$ cat src/rtl/seg7_scan_ctrl_if.sv
// Write-request bus shared by the two display-register requesters (A = CPU, B = debug).
// Requesters drive req/addr/wdata and wait for their one-cycle ack.
interface seg7_scan_ctrl_if;
    logic        req_a;
    logic [1:0]  addr_a;
    logic [31:0] wdata_a;
    logic        ack_a;
    logic        req_b;
    logic [1:0]  addr_b;
    logic [31:0] wdata_b;
    logic        ack_b;

    modport master (
        output req_a, addr_a, wdata_a, req_b, addr_b, wdata_b,
        input  ack_a, ack_b
    );

    modport slave (
        input  req_a, addr_a, wdata_a, req_b, addr_b, wdata_b,
        output ack_a, ack_b
    );
endinterface

$ cat src/rtl/seg7_scan_ctrl.sv
// Eight-digit seven-segment display controller: free-running scan/blink counters plus
// display registers written by two requesters through a round-robin req/ack arbiter.
module seg7_scan_ctrl #(
    parameter int unsigned DIV_W   = 18,
    parameter int unsigned BLINK_W = 25
) (
    input  logic              clk,
    input  logic              rst,
    seg7_scan_ctrl_if.slave   bus,
    output logic [2:0]        Scan,
    output logic              flash,
    output logic [31:0]       Hexs,
    output logic [7:0]        point,
    output logic [7:0]        LES
);

    typedef enum logic [1:0] {
        IDLE  = 2'd0,
        ACK_A = 2'd1,
        ACK_B = 2'd2
    } state_t;

    state_t              state;
    state_t              state_nxt;
    logic                rr_b;
    logic                rr_b_nxt;
    logic                wr_en;
    logic [1:0]          wr_addr;
    logic [31:0]         wr_data;
    logic [DIV_W-1:0]    scan_cnt;
    logic [BLINK_W-1:0]  blink_cnt;

    always_ff @(posedge clk or posedge rst) begin
        if (rst) begin
            scan_cnt  <= '0;
            blink_cnt <= '0;
        end else begin
            scan_cnt  <= scan_cnt + 1'b1;
            blink_cnt <= blink_cnt + 1'b1;
        end
    end

    assign Scan  = scan_cnt[DIV_W-1 -: 3];
    assign flash = blink_cnt[BLINK_W-1];

    always_ff @(posedge clk or posedge rst) begin
        if (rst) begin
            state <= IDLE;
            rr_b  <= 1'b0;
        end else begin
            state <= state_nxt;
            rr_b  <= rr_b_nxt;
        end
    end

    // rr_b names the requester that wins the next tie; only a tie moves it to the loser.
    always_comb begin
        state_nxt = state;
        rr_b_nxt  = rr_b;
        wr_en     = 1'b0;
        wr_addr   = bus.addr_a;
        wr_data   = bus.wdata_a;
        case (state)
            IDLE: begin
                if (bus.req_a && (!bus.req_b || !rr_b)) begin
                    wr_en     = 1'b1;
                    state_nxt = ACK_A;
                    if (bus.req_b) rr_b_nxt = 1'b1;
                end else if (bus.req_b) begin
                    wr_en     = 1'b1;
                    wr_addr   = bus.addr_b;
                    wr_data   = bus.wdata_b;
                    state_nxt = ACK_B;
                    if (bus.req_a) rr_b_nxt = 1'b0;
                end
            end
            ACK_A:   state_nxt = IDLE;
            ACK_B:   state_nxt = IDLE;
            default: state_nxt = IDLE;
        endcase
    end

    always_ff @(posedge clk or posedge rst) begin
        if (rst) begin
            Hexs  <= '0;
            point <= '0;
            LES   <= '0;
        end else if (wr_en) begin
            case (wr_addr)
                2'd0:    Hexs  <= wr_data;
                2'd1:    point <= wr_data[7:0];
                2'd2:    LES   <= wr_data[7:0];
                default: ;
            endcase
        end
    end

    // Acks come straight from the state register, so reset clears them asynchronously.
    assign bus.ack_a = (state == ACK_A);
    assign bus.ack_b = (state == ACK_B);

endmodule
$ cat src/flat_wrapper.sv
// flat-port wrapper written by rule: the top's interface ports become plain ports
module seg7_scan_ctrl_flat 
#(
    parameter int unsigned DIV_W   = 18,
    parameter int unsigned BLINK_W = 25
)
  (clk, rst, Scan, flash, Hexs, point, LES, bus_req_a, bus_addr_a, bus_wdata_a, bus_req_b, bus_addr_b, bus_wdata_b, bus_ack_a, bus_ack_b);
  seg7_scan_ctrl_if bus_i ();
  input  logic clk;
  input  logic rst;
  output logic [2:0] Scan;
  output logic flash;
  output logic [31:0] Hexs;
  output logic [7:0] point;
  output logic [7:0] LES;
  input wire logic [$bits(bus_i.req_a)-1:0] bus_req_a;
  input wire logic [$bits(bus_i.addr_a)-1:0] bus_addr_a;
  input wire logic [$bits(bus_i.wdata_a)-1:0] bus_wdata_a;
  input wire logic [$bits(bus_i.req_b)-1:0] bus_req_b;
  input wire logic [$bits(bus_i.addr_b)-1:0] bus_addr_b;
  input wire logic [$bits(bus_i.wdata_b)-1:0] bus_wdata_b;
  output wire logic [$bits(bus_i.ack_a)-1:0] bus_ack_a;
  output wire logic [$bits(bus_i.ack_b)-1:0] bus_ack_b;
  assign bus_i.req_a = bus_req_a;
  assign bus_i.addr_a = bus_addr_a;
  assign bus_i.wdata_a = bus_wdata_a;
  assign bus_i.req_b = bus_req_b;
  assign bus_i.addr_b = bus_addr_b;
  assign bus_i.wdata_b = bus_wdata_b;
  assign bus_ack_a = bus_i.ack_a;
  assign bus_ack_b = bus_i.ack_b;
  seg7_scan_ctrl #(.DIV_W(DIV_W), .BLINK_W(BLINK_W)) u_core (.clk(clk), .rst(rst), .bus(bus_i), .Scan(Scan), .flash(flash), .Hexs(Hexs), .point(point), .LES(LES));
endmodule
$ cat config.mk
export PLATFORM = sky130hd
export DESIGN_NAME = seg7_scan_ctrl_flat
export DESIGN_NICKNAME = d
export VERILOG_FILES = /design/src/rtl/seg7_scan_ctrl_if.sv /design/src/rtl/seg7_scan_ctrl.sv /design/src/flat_wrapper.sv
export SDC_FILE = /design/constraint.sdc
export NUM_CORES = 1
export LEC_CHECK = 0
export ABC_AREA = 1
export ABC_CLOCK_PERIOD_IN_PS = 5800
export BUFFER_PORTS_ARGS = -buffer_cell sky130_fd_sc_hd__buf_2
export CAP_MARGIN = 20
export CORE_MARGIN = 4
export CORE_UTILIZATION = 57
export CTS_CLUSTER_SIZE = 30
export DETAILED_ROUTE_END_ITERATION = 12
export GPL_TIMING_DRIVEN = 0
export PLACE_DENSITY = 0.83
export SETUP_SLACK_MARGIN = 0.15
export SYNTH_ARGS = -nofsm -noshare
export SYNTH_HDL_FRONTEND = slang
export SYNTH_SLANG_ARGS = --single-unit
$ cat constraint.sdc
create_clock -name clk -period 5.8 [get_ports clk]
set_input_delay 0.87 -clock clk [delete_from_list [all_inputs] [get_ports clk]]
set_output_delay 0.87 -clock clk [all_outputs]
set_load 0.02 [all_outputs]
# Word-level counts from Yosys, hierarchy flattened
# Index checks and enable logic that the tools add are counted.
dict set report op_classes {
  add_sub_neg 2
  n_eq_ne 5
  mux 16
  reduce_logical 11
}
# operator count
set op_table {}
lappend op_table {{32-bit two-way mux} 3}
lappend op_table {{25-bit by 1-bit adder with 25-bit output, second input constant} 1}
lappend op_table {{18-bit by 1-bit adder with 18-bit output, second input constant} 1}
lappend op_table {{2-bit two-way mux} 6}
lappend op_table {{1-bit two-way mux} 7}
lappend op_table {{2-bit AND reduction} 3}
lappend op_table {{2-bit by 1-bit equality test with 1-bit output, second input constant} 2}
lappend op_table {{2-bit equality test, second input constant} 2}
lappend op_table {{2-bit logical NOT} 2}
lappend op_table {{3-bit by 2-bit != test with 1-bit output, second input constant} 1}
lappend op_table {{3-bit AND reduction} 1}
lappend op_table {{1-bit logical NOT} 2}
lappend op_table {{2-bit nonzero test} 1}
lappend op_table {{1-bit logical AND} 1}
lappend op_table {{1-bit logical OR} 1}
dict set report totals {
  regBits 94
  input_bits 72
}

# Logic depth before layout (Yosys ltp)
# Gate-level depths: netlist of run 1.
dict set report depth {
  word_depth 7
  depth_mapped 9
}

# Worst setup path before layout of run 1
# OpenSTA, ideal clock, no wires.
dict set report synth_path {
  path_type {input port to flip-flop}
  start {in bus_req_b}
  end {reg u_core.Hexs[15]}
  arrival_time_ns 1.850
  required_ns 5.681
  slack_ns 3.831
  stages 9
  cell_sequence {buf_4 -> nor2_1 -> nor2_4 -> nand3_1 -> nand2_1 -> nand3_2 -> buf_2 -> nand2_1 -> nand2_1}
}
dict set report synth_via {
  elab_chain_cells 7
  word_cells_on_any_way 14
}
# item line
set synth_lines {}
lappend synth_lines {{from (decl)} flat_wrapper.sv:19} ;# input wire logic [$bits(bus_i.req_b)-1:0] bus_req_b;
lappend synth_lines {{1-bit logical NOT} seg7_scan_ctrl.sv:65} ;# if (bus.req_a && (!bus.req_b || !rr_b)) begin
lappend synth_lines {{1-bit logical OR} seg7_scan_ctrl.sv:65}
lappend synth_lines {{1-bit logical AND} seg7_scan_ctrl.sv:65}
lappend synth_lines {{2-bit two-way mux} seg7_scan_ctrl.sv:65}
lappend synth_lines {{2-bit two-way mux} seg7_scan_ctrl.sv:63} ;# case (state)
lappend synth_lines {{2-bit logical NOT} seg7_scan_ctrl.sv:89} ;# case (wr_addr)
lappend synth_lines {{2-bit AND reduction (no line)} --}
lappend synth_lines {{to (signal assigned)} seg7_scan_ctrl.sv:90} ;# 2'd0: Hexs <= wr_data;
lappend synth_lines {{to (decl)} seg7_scan_ctrl.sv:12} ;# output logic [31:0] Hexs,
# Parallel ways exist; a longest one is shown, timed or not.
# A chain may end at the register's enable or synchronous reset.

# Final worst setup path of run 1
dict set report layout_path {
  start {reg u_core.state[0]}
  end {out bus_ack_a}
}
dict set report layout_via {
  elab_chain_cells 1
}
# item line
set layout_lines {}
lappend layout_lines {{from (decl)} seg7_scan_ctrl.sv:23} ;# state_t state;
lappend layout_lines {{from (signal assigned)} seg7_scan_ctrl.sv:51} ;# state <= state_nxt;
lappend layout_lines {{2-bit by 1-bit equality test with 1-bit output} seg7_scan_ctrl.sv:99} ;# assign bus.ack_a = (state == ACK_A);
lappend layout_lines {{to (decl)} flat_wrapper.sv:22} ;# output wire logic [$bits(bus_i.ack_a)-1:0] bus_ack_a;
# No other way between the ends.

==> metrics, run 1 <==
combinational share of power=37.0%; area of the multi-input gates=2120 µm²; Inserted Clock Buffers=9; sequential-to-total area share from yosys stat=49.6%; Worst-Margin Slew=0.515 ns; Reg-to-Reg End=u_core.blink_cnt[20]; CTS Root Cell=clkbuf_8; FF-to-FF Start=u_core.blink_cnt[0]; GRT overflow=0; post-synthesis compound-gate area fraction=1.06%; Final Util=72.4%; Critical Path End Type=primary output; initial antenna violation count=0; Ys Warns=0; Clock Power Share=19.5%; GPL Wtd Cong=0.893; Pwr Density=375 nW/µm²; Switching Share=42.1%; most common cell after layout, fill and taps aside=nand2_1; Setup CP Type=register to primary output; Fin Setup TNS=0 ns; Core Box Area=7890 µm²; P_leak=0.00311 µW; post-layout minimum cycle time=2.04 ns; Fmax=490 MHz; Arr. time, crit path=1.17 ns; layout cells sized above 1=22.4%; Buffers on Ports=125; unrepaired setup endpoints after global routing=false; design internal power=1240 µW; adder-cell share of the synthesized area=0.528%; status=finished clean; chip width=99.2 µm; CP max stage cell=dfrtp_1; ANT cells=0; hold_buf cts=0; Synth Register Bits=94; post-synthesis simple-gate area fraction=37.6%; Max stage delay on crit path=0.46 ns; CP top delay family=flip-flops; vias per cell=5.53; Buf/Inv on CP=2; Area Growth Syn to Fin=20.5%; main combinational cell family by area after synthesis=simple AND/OR/NAND/NOR gates; All-Layer GR Usage=25.4%; die span in y=99.2 µm; synthesized cell area=4740 µm²; Seq. cell area=2350 µm²; first drt pass iteration count=5; CTS tree=yes; post-synthesis instance total=595; mux contribution to synthesized area=0%; Slew headroom=65.4%; setup bufs post-CTS=0; skew final=0.0157 ns; Max-Cap Viols=0; DIE AREA=9840 µm²; fin crit share=35.2%; largest net degree at the start of global routing=66; Reg clk slew, reported paths=0.10 ns; CTS Buffer Depth=2; Reg2Reg Setup Slack=3.88 ns; # IOs=126; H-tree levels=3; hpwl dp=9310 µm; power share of the sequential group=43.5%; Worst-Skew Late Latency=0.37 ns; Layout fillers=605; post-synthesis cell type count=21; most frequent cells in the layout=nand2_1 (237), buf_2 (136), dfrtp_1 (94), nand4_1 (79), nor2_1 (32); Mapped Avg Cell Area=7.97 µm²; setup violators final=0; wire per inst=14.4 µm; CP Cell Sequence=inv_2 -> nor2_1 -> buf_2; wire length of the first global-routing pass=20700 µm; # rows=32; Peak VDD IR=0.000253 V; Final Hold Fails=0; final routed DRC violation total=0; Psw=901 µW; Iter 0 DRT Violations=248; Post-Route WL=12100 µm; DR vias=4639; Pins Over Slew Limit=0; Starting Density=60.1%; vias in the first global route=4519; Hold Path Class=input port to asynchronous set/reset pin; FF-to-FF path depth=8; crit path max fanout=3; crit start category=register; syn_nets=669; CTS Sinks=94; Nets=806; Antenna Nets Post-Route=0; CP Data Required Time=4.93 ns; Post-CTS Resized=0; xor/xnor share of the synthesized area=5.54%
[Yosys cell counts, drive strengths merged]
master  count  area share (%)
and2        1            0.13
buf        16             2.0
clkbuf     16             1.3
dfrtp      94              50
ha          2            0.53
inv        31             2.5
nand2     238              19
nand3      26             2.9
nand3b      6            0.95
nand4      79              10
nor2       35             3.1
nor3       11             1.2
o21ai      10             1.1
xnor2      14             2.6
xor2       16             3.0
[kinds of logic (layout without fill, tap and decap cells)]
group,count (synthesis),count (layout)
simple gates,396,396
flops,94,94
buf+inv,63,205
xor+xnor,30,30
compound gates,10,10
fa+ha+maj,2,2
[state kept, by name (all words and copies together), names as in the netlist]
name              count
u_core.scan_cnt      18
u_core.LES            8
u_core.Hexs          32
u_core.blink_cnt     25
u_core.point          8
u_core.rr_b           1
u_core.state          2
[metrics by stage]
step	hold slack (ns)	area, µm²	worst slack [ns]	total power, µW	std cells
6_report	0.475	5710	3.76	2140	839
5_1_grt	0.503	5710	3.66	2260	839
4_1_cts	0.485	5710	3.76	2140	839
3_5_place_dp	0.462	5520	3.45	1730	823
3_3_place_gp	0.455	5490	1.54	1700	822
2_1_floorplan	0.442	4740	2.48	1420	595
[routing by layer]
layer | vias to the layer above | wire [µm] | track usage (%)
met3 | 23 | 873 | 4.70
met2 | 178 | 5760 | 41.2
met4 | 0 | 218 | 7.98
met1 | 2207 | 5230 | 34.9
met5 | - | 0 | 0
li1 | 2231 | - | -
[layout make-up]
cell class / count / share of cell area (%)
clock buffers: 9 / 2.17
clock inverters: 7 / 1.10
repair buffers: 126 / 11.4
flip-flops and latches: 94 / 41.2
well taps: 102 / 2.24
multi-input cells: 438 / 37.1
inverters: 31 / 2.08
plain buffers: 32 / 2.67
[worst reg2reg max path, stage by stage (launching register included)]
cell	delay (ns)
dfrtp_1	0.44
ha_1	0.28
nand3_1	0.18
nor2_1	0.24
nand2_1	0.15
nor2_1	0.33
nand2_1	0.09
nand2_1	0.08
nand2_1	0.05
[power groups by stage]
stage	Sequential (µW)	Clock [µW]	Combinational, µW
5_1_grt	948	450	865
2_1_floorplan	1130	0	289
3_5_place_dp	938	0	792
4_1_cts	928	420	794
6_report	930	417	791
3_3_place_gp	935	0	766
[how the worst max path moves through the flow]
stage	from	end	slack, ns	cells after the start
global route	u_core.state[0]	bus_ack_a	3.66	3
detailed placement	bus_req_b	u_core.LES[7]	3.45	8
finish	u_core.state[0]	bus_ack_a	3.76	3
global placement	rst	u_core.Hexs[21]	1.54	2
floorplan	rst	u_core.Hexs[0]	2.48	1
CTS	u_core.state[0]	bus_ack_a	3.76	3
(Power assumes the default switching activity.)
==> inputs of run 2 (changes only) <==
Settings changed: ABC_CLOCK_PERIOD_IN_PS 5800 to 2000, CORE_UTILIZATION 57 to 53, PLACE_DENSITY 0.83 to 0.78.
Clock period 5.8 ns to 2 ns, I/O delays scaled along.
==> metrics, run 2 (synthesis results as in run 1) <==
status=finished with violations; failing checks=negative hold slack; Worst-Skew Late Latency=0.36 ns (about the same); crit path max fanout=10 (+7); Critical Path End Type=register; most frequent cells in the layout=nand2_1 (236), buf_2 (136), dfrtp_1 (94), nand4_1 (79), nor2_1 (30); Reg clk slew, reported paths=0.10 ns (about the same); post-layout minimum cycle time=1.71 ns; P_leak=0.00313 µW (+0.91%); Seq. cell area=2350 µm² (unchanged); FF-to-FF path depth=8 (unchanged); Area Growth Syn to Fin=22.4%; wire per inst=14.9 µm (+3.7%); largest net degree at the start of global routing=37 (-44%); Reg2Reg Setup Slack=0.29 ns (-3.59 ns); ANT cells=0 (unchanged); Fmax=586 MHz; final routed DRC violation total=0 (unchanged); fin crit share=85.4%; area of the multi-input gates=2150 µm² (+1.4%); Post-Route WL=12700 µm (+4.8%); setup violators final=0 (unchanged); Pins Over Slew Limit=0 (unchanged); Arr. time, crit path=2.02 ns (+0.85 ns); die span in y=103 µm (+3.4%); CTS tree=yes; Layout fillers=745 (+23%); met2 usage=41.4% (+0.19 points); # IOs=126 (unchanged); gr busiest metal=met2; Nets=809 (+0.37%); Buffers on Ports=125 (unchanged); Core Box Area=8720 µm² (+11%); All-Layer GR Usage=24.7% (-0.70 points); biggest regs=u_core.Hexs (32), u_core.blink_cnt (25), u_core.scan_cnt (18); initial antenna violation count=0 (unchanged); Worst-Margin Slew=0.603 ns (+0.0879 ns); CTS Sinks=94 (unchanged); DIE AREA=10500 µm² (+6.9%); first drt pass iteration count=5 (unchanged); CTS Root Cell=clkbuf_8; met1 usage=32.3% (-2.6 points); Iter 0 DRT Violations=286 (+15%); Peak VDD IR=0.000705 V (+180%); unrepaired setup endpoints after global routing=false; # rows=34 (+6.3%); wire length of the first global-routing pass=20600 µm (-0.60%); Antenna Nets Post-Route=0 (unchanged); crit start category=register; hpwl dp=9600 µm (+3.0%); Pwr Density=1100 nW/µm² (+190%); Final Hold Fails=5 (+5); Max-Cap Viols=0 (unchanged); CTS Buffer Depth=2 (unchanged); Inserted Clock Buffers=9 (unchanged); Slew headroom=59.7% (-5.7 points); CP Data Required Time=2.31 ns (-2.62 ns); GPL Wtd Cong=0.991 (+11%); GRT overflow=0 (unchanged); FF-to-FF Start=u_core.rr_b; met3 GRT Util=5.89% (+1.2 points); Starting Density=54.3% (-5.7 points); vias in the first global route=4447 (-1.6%); hold_buf cts=0 (unchanged); Fin Setup TNS=0 ns (unchanged); WHS=-0.00660 ns (-0.481 ns); vias per cell=5.51 (-0.42%); DR vias=4669 (+0.65%); Hold Path Class=input port to asynchronous set/reset pin; Reg with most FFs=u_core.Hexs; layout cells sized above 1=23.6% (+1.3 points); most common cell after layout, fill and taps aside=nand2_1; chip width=103 µm (+3.4%); Setup CP Type=register to register; H-tree levels=3 (unchanged); Reg-to-Reg End=u_core.LES[7]; number of flip-flops in the largest register=32 (unchanged); skew final=0.00869 ns (-0.00702 ns)
run 2: cell count changes in the layout (fill, tap and decap cells not counted), moves of 2 or more:
cell	before	now
buf_12	0	2
buf_4	5	7
nand3_1	25	23
nand3_2	1	3
nor2_1	32	30
nor2_4	2	4
run 2: stage by stage:
step           cells  util [%]  cell area (µm²)  setup slack (ns)  power, µW
6_report         848      66.5             5800             0.292       6370
4_1_cts          846      66.0             5760             0.156       6360
5_1_grt          848      66.5             5800             0.130       6750
3_3_place_gp     828      63.1             5500            0.0205       4940
3_5_place_dp     830      63.6             5540             0.127       5020
2_1_floorplan    595         -             4740             0.445       4110
run 2: power by group:
part	total (µW)	internal, µW	switching (µW)
Combinational	2320	740	1580
Clock	1350	635	714
Sequential	2700	2390	309
Total	6370	3760	2600
run 2: how the worst max path moves through the flow:
stage                                   start              endpoint  slack (ns)  cells after the start
after CTS                     u_core.state[1]       u_core.Hexs[10]        0.16                      8
after floorplan           u_core.blink_cnt[0]  u_core.blink_cnt[24]        0.45                      8
final                             u_core.rr_b         u_core.LES[7]        0.29                      8
after global routing              u_core.rr_b         u_core.LES[5]        0.13                      8
after detailed placement  u_core.blink_cnt[0]  u_core.blink_cnt[24]        0.13                      8
after global placement                    rst         u_core.LES[0]        0.02                      2
run 2: area by class of cell:
class                   count  share of cell area [%]
repair buffers            129                    11.7
clock inverters             6                    1.29
flip-flops and latches     94                    40.5
inverters                  31                    2.07
well taps                 108                    2.33
plain buffers              32                    2.65
clock buffers              10                    2.37
multi-input cells         438                    37.0
run 2: per-layer routing:
| layer | part of all wire, % | wire length [µm] |
|---|---|---|
| met2 | 49 | 6150 |
| met1 | 41 | 5240 |
| met4 | 2.1 | 261 |
| met3 | 8.0 | 1010 |
| met5 | 0 | 0 |
run 2: timing repair:
action                                  4_1_cts  5_1_grt
setup buffers                                 0        2
pin swaps                                     0        1
endpoints found under the setup margin        2       49
cloned                                        0        0
gates resized for setup                       1        9
run 2: worst max-delay path, cell delays in order, from the launching register on:
cell	delay, ns
dfrtp_1	0.40
nand2_1	0.07
nand2_1	0.09
buf_4	0.18
nand4_1	0.12
nand3_1	0.34
nor2_4	0.29
nand2_1	0.09
nand2_1	0.07
==> inputs of run 3 (changes only) <==
Settings changed: CORE_UTILIZATION 53 to 55, CTS_BUF_LIST set to sky130_fd_sc_hd__clkbuf_4 sky130_fd_sc_hd__clkbuf_8, PLACE_DENSITY 0.78 to 0.81.
==> metrics, run 3 (synthesis results as in run 1) <==
status=finished clean; DIE AREA=10200 µm² (-3.4%); CTS Sinks=94 (unchanged); Slew headroom=45.1% (-15 points); Clock Power Share=19.2% (-2.0 points); Final Util=69.4% (+2.8 points); Buf/Inv on CP=1 (unchanged); crit start category=register; vias in the first global route=4465 (+0.40%); P_leak=0.00312 µW (-0.45%); Hold Path Class=input port to asynchronous set/reset pin; placed cells=827 (-0.36%); # IOs=126 (unchanged); fin area=5760 µm² (-0.82%); Post-DP Area=5540 µm² (about the same); Reg2Reg Setup Slack=0.28 ns (about the same); Fmax=581 MHz (-0.70%); power share of the sequential group=43.5% (+1.2 points); FF-to-FF path depth=8 (unchanged); pre-CTS setup slack=0.163 ns (+0.0356 ns); Max stage delay on crit path=0.43 ns (+0.03 ns); DR vias=4630 (-0.84%); Iter 0 DRT Violations=231 (-19%); largest net degree at the start of global routing=38 (+2.7%); vias per cell=5.48 (-0.48%); number of flip-flops in the largest register=32 (unchanged); Core Box Area=8300 µm² (-4.8%); Final Hold Fails=0 (-5); Max-Cap Viols=0 (unchanged); Inserted Clock Buffers=9 (unchanged); initial antenna violation count=0 (unchanged); Reg with most FFs=u_core.Hexs; Buffers on Ports=125 (unchanged); first drt pass iteration count=5 (unchanged); Layout fillers=651 (-13%); final non-filler cell total=845 (-0.35%); Fin Setup TNS=0 ns (unchanged); post-layout minimum cycle time=1.72 ns (+0.0121 ns); Reg clk slew, reported paths=0.10 ns (about the same); fin crit share=86.0% (+0.60 points); Critical Path End Type=register; GPL Wtd Cong=0.875 (-12%); All-Layer GR Usage=25.5% (+0.71 points); CTS Buffer Depth=2 (unchanged); hpwl dp=9470 µm (-1.3%); Worst-Skew Late Latency=0.36 ns (about the same); Switching Share=41.9% (+0.99 points); CTS Root Cell=clkbuf_8; FF-to-FF Start=u_core.state[1]; Starting Density=57.1% (+2.8 points); hold_buf cts=0 (unchanged); die span in y=101 µm (-1.7%); H-tree levels=3 (unchanged); Area Growth Syn to Fin=21.4%; unrepaired setup endpoints after global routing=false; wire per inst=14.7 µm (-1.3%); biggest regs=u_core.Hexs (32), u_core.blink_cnt (25), u_core.scan_cnt (18); most frequent cells in the layout=nand2_1 (237), buf_2 (136), dfrtp_1 (94), nand4_1 (79), nor2_1 (31); Peak VDD IR=0.000677 V (-3.9%); GRT overflow=0 (unchanged); Pwr Density=1070 nW/µm² (-2.1%); design internal power=3590 µW (-4.5%); CP max stage cell=dfrtp_1; skew final=0.0101 ns (+0.00138 ns); setup violators final=0 (unchanged); Psw=2590 µW (-0.52%); CP Data Required Time=2.31 ns (about the same); CTS tree=yes; CP top delay family=simple AND/OR/NAND/NOR gates; chip width=101 µm (-1.7%); setup ws final=0.280 ns (-0.0121 ns); Arr. time, crit path=2.03 ns (about the same); # rows=33 (-2.9%); CP Cell Sequence=nor2_4 -> nand3_2 -> nand2_1 -> nand2_1 -> nand3_2 -> buf_2 -> nand2_1 -> nand2_1; crit path max fanout=10 (unchanged); Antenna Nets Post-Route=0 (unchanged); most common cell after layout, fill and taps aside=nand2_1; Worst-Margin Slew=0.821 ns (+0.218 ns); combinational share of power=37.4% (+0.9 points); ANT cells=0 (unchanged); Post-Route WL=12500 µm (-1.6%); final routed DRC violation total=0 (unchanged); most frequent cell on the critical path=nand2_1; wire length of the first global-routing pass=20700 µm (+0.67%); Reg-to-Reg End=u_core.Hexs[4]; layout cells sized above 1=23.4% (-0.27 points); Nets=809 (unchanged); Setup CP Type=register to register; Pins Over Slew Limit=0 (unchanged)
run 3: worst max path at each step:
stage / startpoint / endpoint / slack [ns] / cells after the start
2_1_floorplan: u_core.blink_cnt[0] / u_core.blink_cnt[24] / 0.45 / 8
3_3_place_gp: rst / u_core.LES[3] / 0.02 / 2
3_5_place_dp: u_core.blink_cnt[0] / u_core.blink_cnt[24] / 0.16 / 8
4_1_cts: u_core.state[1] / u_core.Hexs[27] / 0.22 / 8
5_1_grt: u_core.state[1] / u_core.Hexs[10] / 0.16 / 8
6_report: u_core.state[1] / u_core.Hexs[4] / 0.28 / 8
run 3: repair_timing:
action / 4_1_cts / 5_1_grt
endpoints found under the setup margin: 1 / 46
setup buffers: 0 / 2
gates resized for setup: 1 / 6
pin swaps: 0 / 1
endpoints found under the hold margin: 0 / 0
run 3: metal layers:
| layer | share of wire [%] | GRT usage, % |
|---|---|---|
| met5 | 0 | 0 |
| met1 | 41 | 33.4 |
| met2 | 46 | 40.4 |
| met4 | 3.3 | 10.1 |
| met3 | 9.5 | 6.64 |
run 3: per-stage QoR:
step / hold slack (ns) / total power, µW
after detailed placement: 0.461 / 5000
after global placement: 0.455 / 4940
after CTS: 0.105 / 6180
after floorplan: 0.442 / 4110
after global routing: 0.141 / 6530
final: 0.0852 / 6180
run 3: power groups by stage:
stage | Combinational [µW] | Sequential [µW] | Clock, µW
final | 2310 | 2690 | 1180
after floorplan | 839 | 3270 | 0
after CTS | 2300 | 2680 | 1200
after detailed placement | 2300 | 2710 | 0
after global placement | 2230 | 2710 | 0
after global routing | 2520 | 2740 | 1270
run 3: cell type report:
| class | instances | area, µm² | area share (%) |
|---|---|---|---|
| multi-input combinational | 438 | 2140 | 37.2 |
| timing repair buffer | 129 | 681 | 11.8 |
| clock inverter | 7 | 55.1 | 0.957 |
| sequential | 94 | 2350 | 40.9 |
| buffer | 32 | 154 | 2.67 |
| tap | 105 | 131 | 2.28 |
| clock buffer | 9 | 124 | 2.15 |
| inverter | 31 | 120 | 2.09 |
run 3: worst register-to-register path: cells and delay by family (launching register included):
family	cells	cell delay, ns
buf+inv	1	0.24
flops	1	0.43
simple gates	7	1.00
